===== config.mk =====
export PLATFORM = sky130hd
export DESIGN_NAME = seq_shift_add_multiplier
export DESIGN_NICKNAME = d
export VERILOG_FILES = /design/src/rtl/seq_shift_add_multiplier.sv
export SDC_FILE = /design/constraint.sdc
export NUM_CORES = 1
export LEC_CHECK = 0
export ABC_AREA = 1
export CORE_MARGIN = 8
export CORE_UTILIZATION = 45
export DETAILED_ROUTE_END_ITERATION = 8
export PLACE_DENSITY = 0.74
export REMOVE_ABC_BUFFERS = 1
export SYNTH_ARGS = -nofsm -noshare
export SYNTH_HDL_FRONTEND = slang
export SYNTH_SLANG_ARGS = --single-unit

===== constraint.sdc =====
create_clock -name Clock -period 3.05 [get_ports Clock]
set_clock_uncertainty 0.1 [all_clocks]
set_input_delay 0.61 -clock Clock [delete_from_list [all_inputs] [get_ports Clock]]
set_output_delay 0.61 -clock Clock [all_outputs]
set_load 0.005 [all_outputs]

===== src/rtl/seq_shift_add_multiplier.sv =====
// rtl/seq_shift_add_multiplier.sv - iterative shift-add WIDTH x WIDTH multiplier with start/busy/done handshake
// Optional two's-complement operands when SIGNED_MODE_EN is defined.
module seq_shift_add_multiplier #(
  parameter int WIDTH = 32
) (
  input  logic               Clock,
  input  logic               Reset,
  input  logic               iStart,
  input  logic [WIDTH-1:0]   iData_A,
  input  logic [WIDTH-1:0]   iData_B,
`ifdef SIGNED_MODE_EN
  input  logic               iSigned,
`endif
  output logic               oBusy,
  output logic               oDone,
  output logic [2*WIDTH-1:0] oProd
);

  localparam int CW = $clog2(WIDTH) + 1;
  localparam logic [CW-1:0] LAST_ITER = CW'(WIDTH - 1);

  typedef enum logic [1:0] {
    IDLE = 2'd0,
    CALC = 2'd1,
    DONE = 2'd2
  } state_t;

  state_t state;
  state_t state_next;

  logic [2*WIDTH-1:0] r_a;
  logic [WIDTH-1:0]   r_b;
  logic [2*WIDTH-1:0] r_acc;
  logic [CW-1:0]      r_cnt;

  logic               load;
  logic               last_iter;
  logic [2*WIDTH-1:0] sum_next;
  logic [2*WIDTH-1:0] final_prod;
  logic [WIDTH-1:0]   mag_a;
  logic [WIDTH-1:0]   mag_b;

  assign load      = iStart && ((state == IDLE) || (state == DONE));
  assign last_iter = (state == CALC) && (r_cnt == LAST_ITER);
  assign sum_next  = r_b[0] ? (r_acc + r_a) : r_acc;

`ifdef SIGNED_MODE_EN
  logic r_sign;
  logic sign_in;

  // Magnitudes are held unsigned, so the most negative operand maps to 2^(WIDTH-1).
  assign mag_a      = (iSigned && iData_A[WIDTH-1]) ? (~iData_A + 1'b1) : iData_A;
  assign mag_b      = (iSigned && iData_B[WIDTH-1]) ? (~iData_B + 1'b1) : iData_B;
  assign sign_in    = iSigned && (iData_A[WIDTH-1] ^ iData_B[WIDTH-1]);
  assign final_prod = r_sign ? (~sum_next + 1'b1) : sum_next;

  always_ff @(posedge Clock or negedge Reset) begin
    if (!Reset) begin
      r_sign <= 1'b0;
    end else if (load) begin
      r_sign <= sign_in;
    end
  end
`else
  assign mag_a      = iData_A;
  assign mag_b      = iData_B;
  assign final_prod = sum_next;
`endif

  always_ff @(posedge Clock or negedge Reset) begin
    if (!Reset) begin
      state <= IDLE;
    end else begin
      state <= state_next;
    end
  end

  always_comb begin
    state_next = state;
    case (state)
      IDLE: begin
        if (iStart) state_next = CALC;
      end
      CALC: begin
        if (last_iter) state_next = DONE;
      end
      DONE: begin
        state_next = iStart ? CALC : IDLE;
      end
      default: state_next = IDLE;
    endcase
  end

  // Fixed WIDTH iterations regardless of operand values; no early exit.
  always_ff @(posedge Clock or negedge Reset) begin
    if (!Reset) begin
      r_a   <= '0;
      r_b   <= '0;
      r_acc <= '0;
      r_cnt <= '0;
    end else if (load) begin
      r_a   <= {{WIDTH{1'b0}}, mag_a};
      r_b   <= mag_b;
      r_acc <= '0;
      r_cnt <= '0;
    end else if (state == CALC) begin
      r_acc <= sum_next;
      r_a   <= r_a << 1;
      r_b   <= r_b >> 1;
      r_cnt <= r_cnt + 1'b1;
    end
  end

  always_ff @(posedge Clock or negedge Reset) begin
    if (!Reset) begin
      oProd <= '0;
    end else if (last_iter) begin
      oProd <= final_prod;
    end
  end

  assign oBusy = (state == CALC);
  assign oDone = (state == DONE);

endmodule


# After elaboration in Yosys (flattened, before gate mapping)

Cells that the tools add are included.

Multiplexer cells: 13
Eq/ne operators: 5
Add/subtract/negate cells: 2
Reduce and logical (&&, ||, !) cells: 6

Operator list:

| kind                  | count |
|---|---|
| $mux W64              | 5 |
| $add A64 B64 Y64      | 1 |
| $mux W32              | 2 |
| $mux W6               | 2 |
| $add A6 B1 Y6 const B | 1 |
| $eq A6 B5 Y1 const B  | 1 |
| $pmux W2 S3           | 1 |
| $mux W2               | 2 |
| $eq A2 B1 Y1 const B  | 1 |
| $eq A2 B2 Y1 const B  | 1 |
| $logic_and A1 B1 Y1   | 2 |
| $logic_not A2 Y1      | 1 |
| $ne A2 B1 Y1 const B  | 1 |
| $ne A2 B2 Y1 const B  | 1 |
| $reduce_and A2 Y1     | 1 |
| $reduce_bool A2 Y1    | 1 |
| $logic_or A1 B1 Y1    | 1 |
| $mux W1               | 1 |

Bits in registers: 232
Logic and storage cells: 32
Bits of input ports: 67

# Logic depth before layout (Yosys ltp)

Gate-level depths: netlist (run 1).

Depth in word-level cells: 4
Gate-level depth with buffers: 16
Depth with buffers taken out: 16

# Worst setup path before layout (run 1)

Ideal clock, no wire load.

Kind: reg2reg
Start: register r_a[0]
End: register oProd[28]
Clock period less this slack: 2,103 ps
Buffers on the path: 0
Data arrival time: 1,879 ps
Stages on the path, launching flop included: 14
Path slack: 947 ps
Setup time: 124 ps
Cells stage by stage: dfrtp_1 -> ha_1 -> inv_1 -> fa_1 -> nor2_2 -> or2_1 -> nand2_1 -> nand3_2 -> nand2_1 -> nand2_2 -> xor2_1 -> nand2_1 -> o211ai_1 -> nand2_1

Longest elaborated chain between the ends: 2

RTL lines:

| element                | RTL line | source |
|---|---|---|
| start, declared        | 31       | `logic [2*WIDTH-1:0] r_a;` |
| start signal, assigned | 102      | `r_a <= {{WIDTH{1'b0}}, mag_a};` |
| start signal, assigned | 108      | `r_a <= r_a << 1;` |
| $add A64 B64 Y64       | 45       | `assign sum_next = r_b[0] ? (r_acc + r_a) : r_acc;` |
| $mux W64               | 45       |  |
| end signal, assigned   | 118      | `oProd <= final_prod;` |
| end, declared          | 16       | `output logic [2*WIDTH-1:0] oProd` |

Every way passes these cells.
A chain may end at the register's enable or synchronous reset.

# Worst setup path after layout (run 1)

Ends and elaborated chain as after synthesis.

==> results.json, run 1 <==
{
  "status": "complete, no violations",
  "setup_tns_ns": 0,
  "wl_per_cell_um": 17.4,
  "htree_levels": 1,
  "synth_warnings": 0,
  "synth_edf_count": 0,
  "r2r_start": "r_a[0]$_DFFE_PN0P_",
  "final_area_um2": 18400,
  "final_cell_mix": "nand2_1 (904), inv_1 (473), dfrtp_1 (231)",
  "insertion_delay_ns": 0.55,
  "total_power_w": 0.0235,
  "reg2regPathDepth": 13,
  "grt_pass1_vias": 14700,
  "root_buffer": "clkbuf_16",
  "drt_first_pass_iters": 6,
  "io_pins": 133,
  "drive_above_1_share_pct": 6.62,
  "slew_headroom_pct": 29.9,
  "synth_cells": 2364,
  "ys_seq_area_share_pct": 36.8,
  "fillCellCount": 3477,
  "start_util_pct": 45.7,
  "min-delay-start": "oProd[47]$_DFFE_PN0P_",
  "post-route-period-util_pct": 87.9,
  "syn_area_um2": 15800,
  "min_path_type": "reg -> reg",
  "die_x_um": 203,
  "rsz0062_at_grt": "false",
  "hpwl_um": 38700,
  "wirelength_um": 51200,
  "holdPathStages": 2,
  "place_ws_ns": 0.376,
  "grtUsageTotal_pct": 24.6,
  "cts_tree": "done",
  "cts_made_buffers": 26,
  "gp_congestion": 0.952,
  "vias": 15000,
  "place_area_um2": 17600,
  "clkTransAtPathRegs_ns": 0.06,
  "initialDrtViolationCount": 1110,
  "syn2layout_area_growth_pct": 16.6,
  "drcViolationCount": 0,
  "postCtsSetupBuffers": 0,
  "cts_sinks": 232,
  "setup-violations-final": 0,
  "coreArea_um2": 34500,
  "drv_slew": 0,
  "multi_input_area_um2": 7840,
  "worstSetupStartpointType": "register",
  "die_h_um": 203,
  "fmax_mhz": 373,
  "finalWorstSetupSlack_ns": 0.369,
  "required_ns": 3.39,
  "synth-main-ff-cell": "dfrtp_1",
  "grt_pass1_wl_um": 81700,
  "synthArstFlopShare_pct": 100,
  "yosysUniqueCellTypes": 40,
  "crit_path_max_fanout": 4,
  "tightest_slew_ns": 1.05,
  "critPathLaunch": "r_a[0]$_DFFE_PN0P_",
  "p_leak_nw": 9.92,
  "seq_area_um2": 5810,
  "routed_via_density": 5.10,
  "power_density_nw_per_um2": 1280,
  "cp-end-kind": "register",
  "ys_ff_latch": 232,
  "utilization_pct": 53.3,
  "num_rows": 68,
  "final_nets": 2608,
  "grt_overflow": 0,
  "avgSynthCellArea_um2": 6.68,
  "ctsLongestPathBuffers": 3,
  "critPathKind": "reg -> reg",
  "die_area_um2": 41300,
  "final_hold_viol_count": 0,
  "io_buffer_count": 132,
  "ir_worst_vdd_mv": 0.810,
  "grt_max_degree": 107,
  "cts.repair.resized": 0,
  "cap_violations": 0,
  "ant_nets": 0,
  "post-route-min-period_ns": 2.68,
  "final_common_cell": "nand2_1",
  "antenna_found_initial": 1,
  "arrival_ns": 3.02
}
-- flip-flops by register name, indices dropped and copies added (netlist names) --
signal / count
r_b: 32
r_a: 64
state: 2
r_cnt: 6
r_acc: 64
oProd: 64
-- final cells by class --
| class | count | area share [%] |
|---|---|---|
| diodes | 1 | 0.0136 |
| clock buffers | 39 | 4.01 |
| clock inverters | 6 | 0.374 |
| inverters | 490 | 9.99 |
| multi-input cells | 1574 | 42.6 |
| flip-flops and latches | 232 | 31.5 |
| well taps | 455 | 3.09 |
| repair buffers | 152 | 8.44 |
-- metrics by stage --
step / hold slack (ns) / std cells
floorplan: 0.214 / 2296
global placement: 0.363 / 2902
detailed placement: 0.365 / 2902
CTS: 0.382 / 2948
global route: 0.397 / 2948
finish: 0.375 / 2949
-- worst paths after layout --
| path | end | slack [ns] |
|---|---|---|
| worst min register to register | oProd[47]$_DFFE_PN0P_ | 0.37 |
| worst max-delay path | oProd[28]$_DFFE_PN0P_ | 0.37 |
| min in group asynchronous | r_b[25]$_DFFE_PN0P_ | 0.54 |
| max in group asynchronous | r_a[63]$_DFFE_PN0P_ | 1.52 |
| worst min-delay path | oProd[47]$_DFFE_PN0P_ | 0.37 |
| worst max register to register | oProd[28]$_DFFE_PN0P_ | 0.37 |
-- routing by layer --
metal	track usage [%]	part of all wire (%)
met5	0	0
met3	3.51	6.8
met4	6.48	2.5
met1	35.9	47
met2	37.9	43
-- synthesized netlist by cell type, types with 4 or more instances --
master | instances | share of area, %
a21oi_1 | 42 | 1.3
buf_1 | 4 | 0.095
buf_2 | 9 | 0.29
buf_6 | 6 | 0.43
clkbuf_1 | 48 | 1.1
dfrtp_1 | 232 | 37
ha_1 | 64 | 5.1
inv_1 | 474 | 11
inv_2 | 15 | 0.36
nand2_1 | 905 | 22
nand2_2 | 13 | 0.51
nand3_1 | 141 | 4.5
nand3_2 | 12 | 0.76
nand4_1 | 4 | 0.16
nor2_1 | 87 | 2.1
nor2_2 | 25 | 0.99
nor2_4 | 7 | 0.50
nor3_1 | 9 | 0.29
nor3_2 | 5 | 0.32
o211ai_1 | 22 | 1.0
o21ai_0 | 55 | 1.7
o21ai_1 | 14 | 0.44
o221ai_1 | 62 | 3.4
o22ai_1 | 43 | 1.7
or2_2 | 26 | 1.0
xnor2_1 | 10 | 0.55
xor2_1 | 17 | 0.94
-- critical path, stage by stage, from the launching register on --
cell and delay, ns:
dfrtp_1 0.35, ha_1 0.23, inv_1 0.07, fa_1 0.46, nor2_2 0.18, or2_1 0.20
nand2_1 0.08, nand3_2 0.09, nand2_1 0.07, nand2_2 0.23, xor2_1 0.21, nand2_1 0.11
o211ai_1 0.12, nand2_1 0.07
-- cells by family after synthesis --
family | Yosys count | synth area share, %
buffers and inverters | 558 | 13.7
xor gates and xnor gates | 27 | 1.50
AOI/OAI and AO/OA | 242 | 9.93
adders and majority gates | 65 | 5.20
and+or+nand+nor | 1239 | 32.9
DFF | 232 | 36.8
muxes | 1 | 0.0713
-- where the power goes --
part	leakage [nW]	switching (W)	internal [W]
sequential	2.75	0.000853	0.00443
combinational	6.79	0.0102	0.00506
clock	0.393	0.00128	0.00175
-- what timing repair did --
| action | in CTS | in global routing |
|---|---|---|
| endpoints found under the hold margin | 60 | 0 |
| endpoints found under the setup margin | 0 | 0 |
| hold buffers | 1 | 0 |
Note: power is estimated with default switching activity, not from simulation.
==> inputs of run 2 (changes only) <==
--- a/config.mk
+++ b/config.mk
@@ -6,10 +6,13 @@
 export NUM_CORES = 1
 export LEC_CHECK = 0
 export ABC_AREA = 1
+export CAP_MARGIN = 10
+export CORE_ASPECT_RATIO = 1.25
 export CORE_MARGIN = 8
 export CORE_UTILIZATION = 45
 export DETAILED_ROUTE_END_ITERATION = 8
-export PLACE_DENSITY = 0.74
+export DONT_BUFFER_PORTS = 1
+export PLACE_DENSITY = 0.69
 export REMOVE_ABC_BUFFERS = 1
 export SYNTH_ARGS = -nofsm -noshare
 export SYNTH_HDL_FRONTEND = slang
==> results.json, run 2 (synthesis results as in run 1) <==
{
  "drcViolationCount": 0,
  "htree_levels": 1,
  "gp_congestion": 0.965,
  "fillCellCount": 3503,
  "slew_headroom_pct": 37.2,
  "reg_top3": "oProd: 64 flops, r_a: 64 flops, r_acc: 64 flops",
  "clkTransAtPathRegs_ns": 0.06,
  "cts_tree": "done",
  "required_ns": 2.34,
  "rsz0062_at_grt": "false",
  "start_util_pct": 45.8,
  "r2r_setup_slack_ns": 0.39,
  "initialDrtViolationCount": 1036,
  "arrival_ns": 1.95,
  "grt_overflow": 0,
  "seq_area_um2": 5810,
  "wirelength_um": 47700,
  "num_rows": 76,
  "ir_worst_vdd_mv": 0.596,
  "wl_per_cell_um": 16.9,
  "postCtsSetupBuffers": 0,
  "tightest_slew_ns": 0.942,
  "die_h_um": 225,
  "coreArea_um2": 34500,
  "cts_made_buffers": 25,
  "utilization_pct": 49.3,
  "holdWs_ns": -0.349,
  "cp-end-kind": "output pin",
  "post-route-period-util_pct": 87.3,
  "grtUsageTotal_pct": 23.0,
  "drive_above_1_share_pct": 6.80,
  "multi_input_area_um2": 7840,
  "final_nets": 2466,
  "post-route-min-period_ns": 2.66,
  "cts.repair.resized": 0,
  "ctsLongestPathBuffers": 3,
  "min_path_type": "in -> async",
  "p_leak_nw": 9.36,
  "n_antenna_cell": 0,
  "die_x_um": 184,
  "syn2layout_area_growth_pct": 7.79,
  "fmax_mhz": 375,
  "cap_violations": 0,
  "power_density_nw_per_um2": 1330,
  "drt_first_pass_iters": 8,
  "die_area_um2": 41400,
  "final_cell_mix": "nand2_1 (904), inv_1 (473), dfrtp_1 (231)",
  "io_pins": 133,
  "drv_slew": 0,
  "routed_via_density": 5.08,
  "grt_max_degree": 233,
  "critPathKind": "reg -> out",
  "final_hold_viol_count": 232,
  "grt_pass1_wl_um": 75800,
  "ant_nets": 0,
  "status": "finished, violations left",
  "root_buffer": "clkbuf_16",
  "antenna_found_initial": 0,
  "final_common_cell": "nand2_1",
  "insertion_delay_ns": 0.56,
  "vias": 14300,
  "crit_path_max_fanout": 28,
  "worstSetupStartpointType": "register",
  "grt_pass1_vias": 14000,
  "hpwl_um": 35600,
  "violations": "hold timing",
  "setup-violations-final": 0,
  "cts_sinks": 232,
  "io_buffer_count": 0
}
-- run 2: cell count changes in the layout (fill, tap and decap cells not counted), sizes merged --
cell	before	now
clkdlybuf4s50	131	0
buf	20	11
clkbuf	39	34
inv	488	491
clkinv	6	8
diode	1	0
dlygate4sd3	1	0
-- run 2: area by class of cell --
class	count	share of cell area [%]
inverter	490	10.8
sequential	232	34.1
clock buffer	34	4.11
tap	468	3.44
clock inverter	11	0.617
multi-input combinational	1574	46.1
timing repair buffer	11	0.853
-- run 2: path summary, 6_finish.rpt --
path | endpoint | startpoint | depth (start not counted)
worst max-delay path | oBusy | state[0]$_DFFE_PN0P_ | 4
worst min register to register | oProd[1]$_DFFE_PN0P_ | oProd[1]$_DFFE_PN0P_ | 2
worst max register to register | oProd[56]$_DFFE_PN0P_ | r_a[0]$_DFFE_PN0P_ | 13
min in group Clock | r_b[3]$_DFFE_PN0P_ | iData_B[3] | 2
max in group asynchronous | oProd[42]$_DFFE_PN0P_ | Reset | 0
worst min-delay path | r_b[7]$_DFFE_PN0P_ | Reset | 0
-- run 2: stage by stage --
step                      setup TNS (ns)  instance area, µm²  setup slack, ns  power, W  instances
after floorplan                  -299.63               15500            -2.10    0.0154       2296
after global placement                 0               16200            0.474    0.0192       2775
after detailed placement               0               16200            0.417    0.0195       2775
after CTS                              0               17000            0.361    0.0226       2820
after global routing                   0               17000            0.235    0.0247       2820
final                                  0               17000            0.387    0.0226       2820
-- run 2: metal layers --
layer / global-route usage [%] / vias up / wire length, µm
met1: 31.1 / 6658 / 21800
met4: 6.70 / 0 / 1150
met5: 0 / - / 0
li1: - / 7240 / -
met3: 3.15 / 57 / 2750
met2: 37.9 / 366 / 22000
-- run 2: critical path, stage by stage, from the launching register on --
cell,delay (ns)
dfrtp_1,0.35
inv_1,0.08
nor2_4,0.11
buf_4,0.39
buf_4,0.44
-- run 2: report_power, final --
| group | leakage (nW) | internal, W | switching, W |
|---|---|---|---|
| sequential | 2.75 | 0.00443 | 0.000895 |
| clock | 0.399 | 0.00171 | 0.00133 |
| combinational | 6.21 | 0.00458 | 0.00966 |
==> variant: new RTL, settings of run 1 <==
Re-encode `state_t` (3 states) as one-hot, 3 bits wide.
--- a/src/rtl/seq_shift_add_multiplier.sv
+++ b/src/rtl/seq_shift_add_multiplier.sv
@@ -21,6 +21,6 @@
 
-  typedef enum logic [1:0] {
-    IDLE = 2'd0,
-    CALC = 2'd1,
-    DONE = 2'd2
+  typedef enum logic [2:0] {
+    IDLE = 3'b001,
+    CALC = 3'b010,
+    DONE = 3'b100
   } state_t;
Function: same outputs for any inputs over 10 cycles, from zero or initial values and one cycle with Reset low; not proved beyond that.
==> variant against run 1 <==
- final cell count rose by 0.24%
- fmax down 5.2%
- area after synthesis fell by 1.5%
- sequential cell count rose by 1
- core utilization up 0.13 points
- final area is 0.49% lower
- routed wire length decreased by 3.2%
- synthesized cell count is essentially flat
- setup slack worse by 0.15 ns
- highest routed layer unchanged
Power is not compared: it rests on default switching activity, and its combinational part moved more than twofold at a synthesized area within 25%.
==> variant: results (changes against run 1) <==
clock_tree:
  post-cts-setup-buffer-count: 0  # unchanged
  clock_latency_ns: 0.57  # was 0.55 ns
  cts_buffers: 27  # was 26
  clkTransAtPathRegs_ns: 0.06  # about the same
  htree_levels: 1  # unchanged
  root_buffer: "clkbuf_16"  # unchanged
  cts.path.max_buffers: 3  # unchanged
global_route:
  grt_pass1_vias: 14500  # was 14700
  grt_pass1_wl_um: 79700  # was 81700 um
  grt_max_degree: 104  # was 107
  grtUsageTotal: 0.239  # was 0.246
  antenna_found_initial: 0  # was 1
logic_synthesis:
  ys_types: 34  # was 40
  synthMuxAreaShare: 0  # was 0.000713
  synth_compound_area_frac: 0.0832  # was 0.0993
  synth_xor_area_frac: 0.0163  # was 0.0150
  yosysWarnings: 0  # unchanged
  ys_seq_area_frac: 0.375  # was 0.368
  ys_async_sr_fraction: 1.00  # unchanged
  synth_fa_ha_area_frac: 0.0528  # was 0.0520
  synth_commonest_cells: "nand2_1 (945), inv_1 (392), dfrtp_1 (232)"  # was nand2_1 (905), inv_1 (474), dfrtp_1 (232)
  synth_area_leaders: "dfrtp_1 (37%), nand2_1 (23%), inv_1 (9.5%)"  # was dfrtp_1 (37%), nand2_1 (22%), inv_1 (11%)
sta:
  fin_ws_ns: 0.221  # was 0.369 ns
  worst_slew_pin_slew_ns: 0.895  # was 1.05 ns
  fin_hold_ws_ns: 0.378  # was 0.375 ns
pwr:
  vdd_ir_drop_max_uv: 627
  power.leakage_uw: 0.0102
detailed_routing:
  via_per_inst: 5.13  # was 5.10
  dr.first_iter.drc_count: 1185  # was 1110
  first_pass_iters: 5  # was 6
  avgRoutedWirePerCell_um: 16.8  # was 17.4 um
  post-route-drc-count: 0  # unchanged
setup_path:
  timing.rr.end: "oProd[40]"  # was oProd[28]
  slowest_stage: "fa_1"  # unchanged
  reg2regPathDepth: 13  # unchanged
  cp_max_fo: 4  # unchanged
  crit_arrival_ns: 3.17  # was 3.02 ns
  slowest_delay_ns: 0.43  # was 0.46 ns
  setup.worst_path.start: "r_a[0]"  # unchanged
place:
  gp_congestion: 0.959  # was 0.952
  dpl.hpwl_um: 37400  # was 38700 um
  place_area_um2: 17400  # was 17600 um2
  place_ws_ns: 0.268  # was 0.376 ns
  port_buffers: 132  # unchanged
finish:
  top_regs: "oProd: 64 flops, r_a: 64 flops, r_acc: 64 flops"  # unchanged
  diodes: 0  # was 1
  drive_gt1_frac: 0.0456  # was 0.0662
  fillerInstances: 3441  # was 3477
  nets: 2614  # was 2608
min_path:
  min_delay_path_depth: 2  # unchanged
  min_from: "oProd[38]"  # was oProd[47]
  min_to: "oProd[38]"  # was oProd[47]
outcome:
  status: "completed"  # unchanged
==> variant: worst max-delay path by stage <==
stage / endpoint
after floorplan: r_a[1]
after CTS: r_acc[44]
after detailed placement: r_acc[44]
after global placement: oProd[43]
final: oProd[40]
after global routing: oProd[62]
==> variant: area by class of cell <==
type	count	area (um2)	share of cell area
clock inverter	10	150	0.00819
sequential	233	5830	0.318
timing repair buffer	159	1590	0.0870
tap	455	569	0.0311
multi-input combinational	1664	7910	0.431
clock buffer	38	787	0.0429
inverter	397	1490	0.0813
==> variant: power by group <==
group / internal [uW] / total [uW] / switching, uW
clock: 2060 / 3430 / 1370
sequential: 3900 / 4530 / 630
combinational: 2210 / 6640 / 4430
==> variant: metal layers <==
metal	part of all wire	vias to the layer above	global-route usage	routed length, um
li1	-	7575	-	-
met1	0.49	7109	0.355	24300
met2	0.44	417	0.366	21600
met3	0.055	54	0.0274	2710
met4	0.020	0	0.0564	993
met5	0	-	0	0
==> variant: worst max-delay path, delay by kind of cell (launching register included) <==
| kind | cells | cell delay [ns] |
|---|---|---|
| fa+ha+maj | 2 | 0.67 |
| compound gates | 2 | 0.23 |
| buf+inv | 1 | 0.08 |
| simple gates | 8 | 1.26 |
| flops | 1 | 0.37 |
==> variant: cells by family after synthesis <==
kind of cell / count (synthesis)
AOI/OAI and AO/OA: 213
adders and majority gates: 65
and+or+nand+nor: 1357
DFF: 233
buffers and inverters: 468
xor gates and xnor gates: 29
==> variant: repair_timing <==
action,CTS,global route
hold endpoints to repair,68,0
endpoints found under the setup margin,0,1
gates resized for setup,0,1
hold buffers,1,0
==> variant: per-stage QoR <==
stage	cells	total power, uW
final	2956	14600
after floorplan	2294	8620
after CTS	2956	14600
after global routing	2956	15700
after global placement	2907	11000
after detailed placement	2907	11100
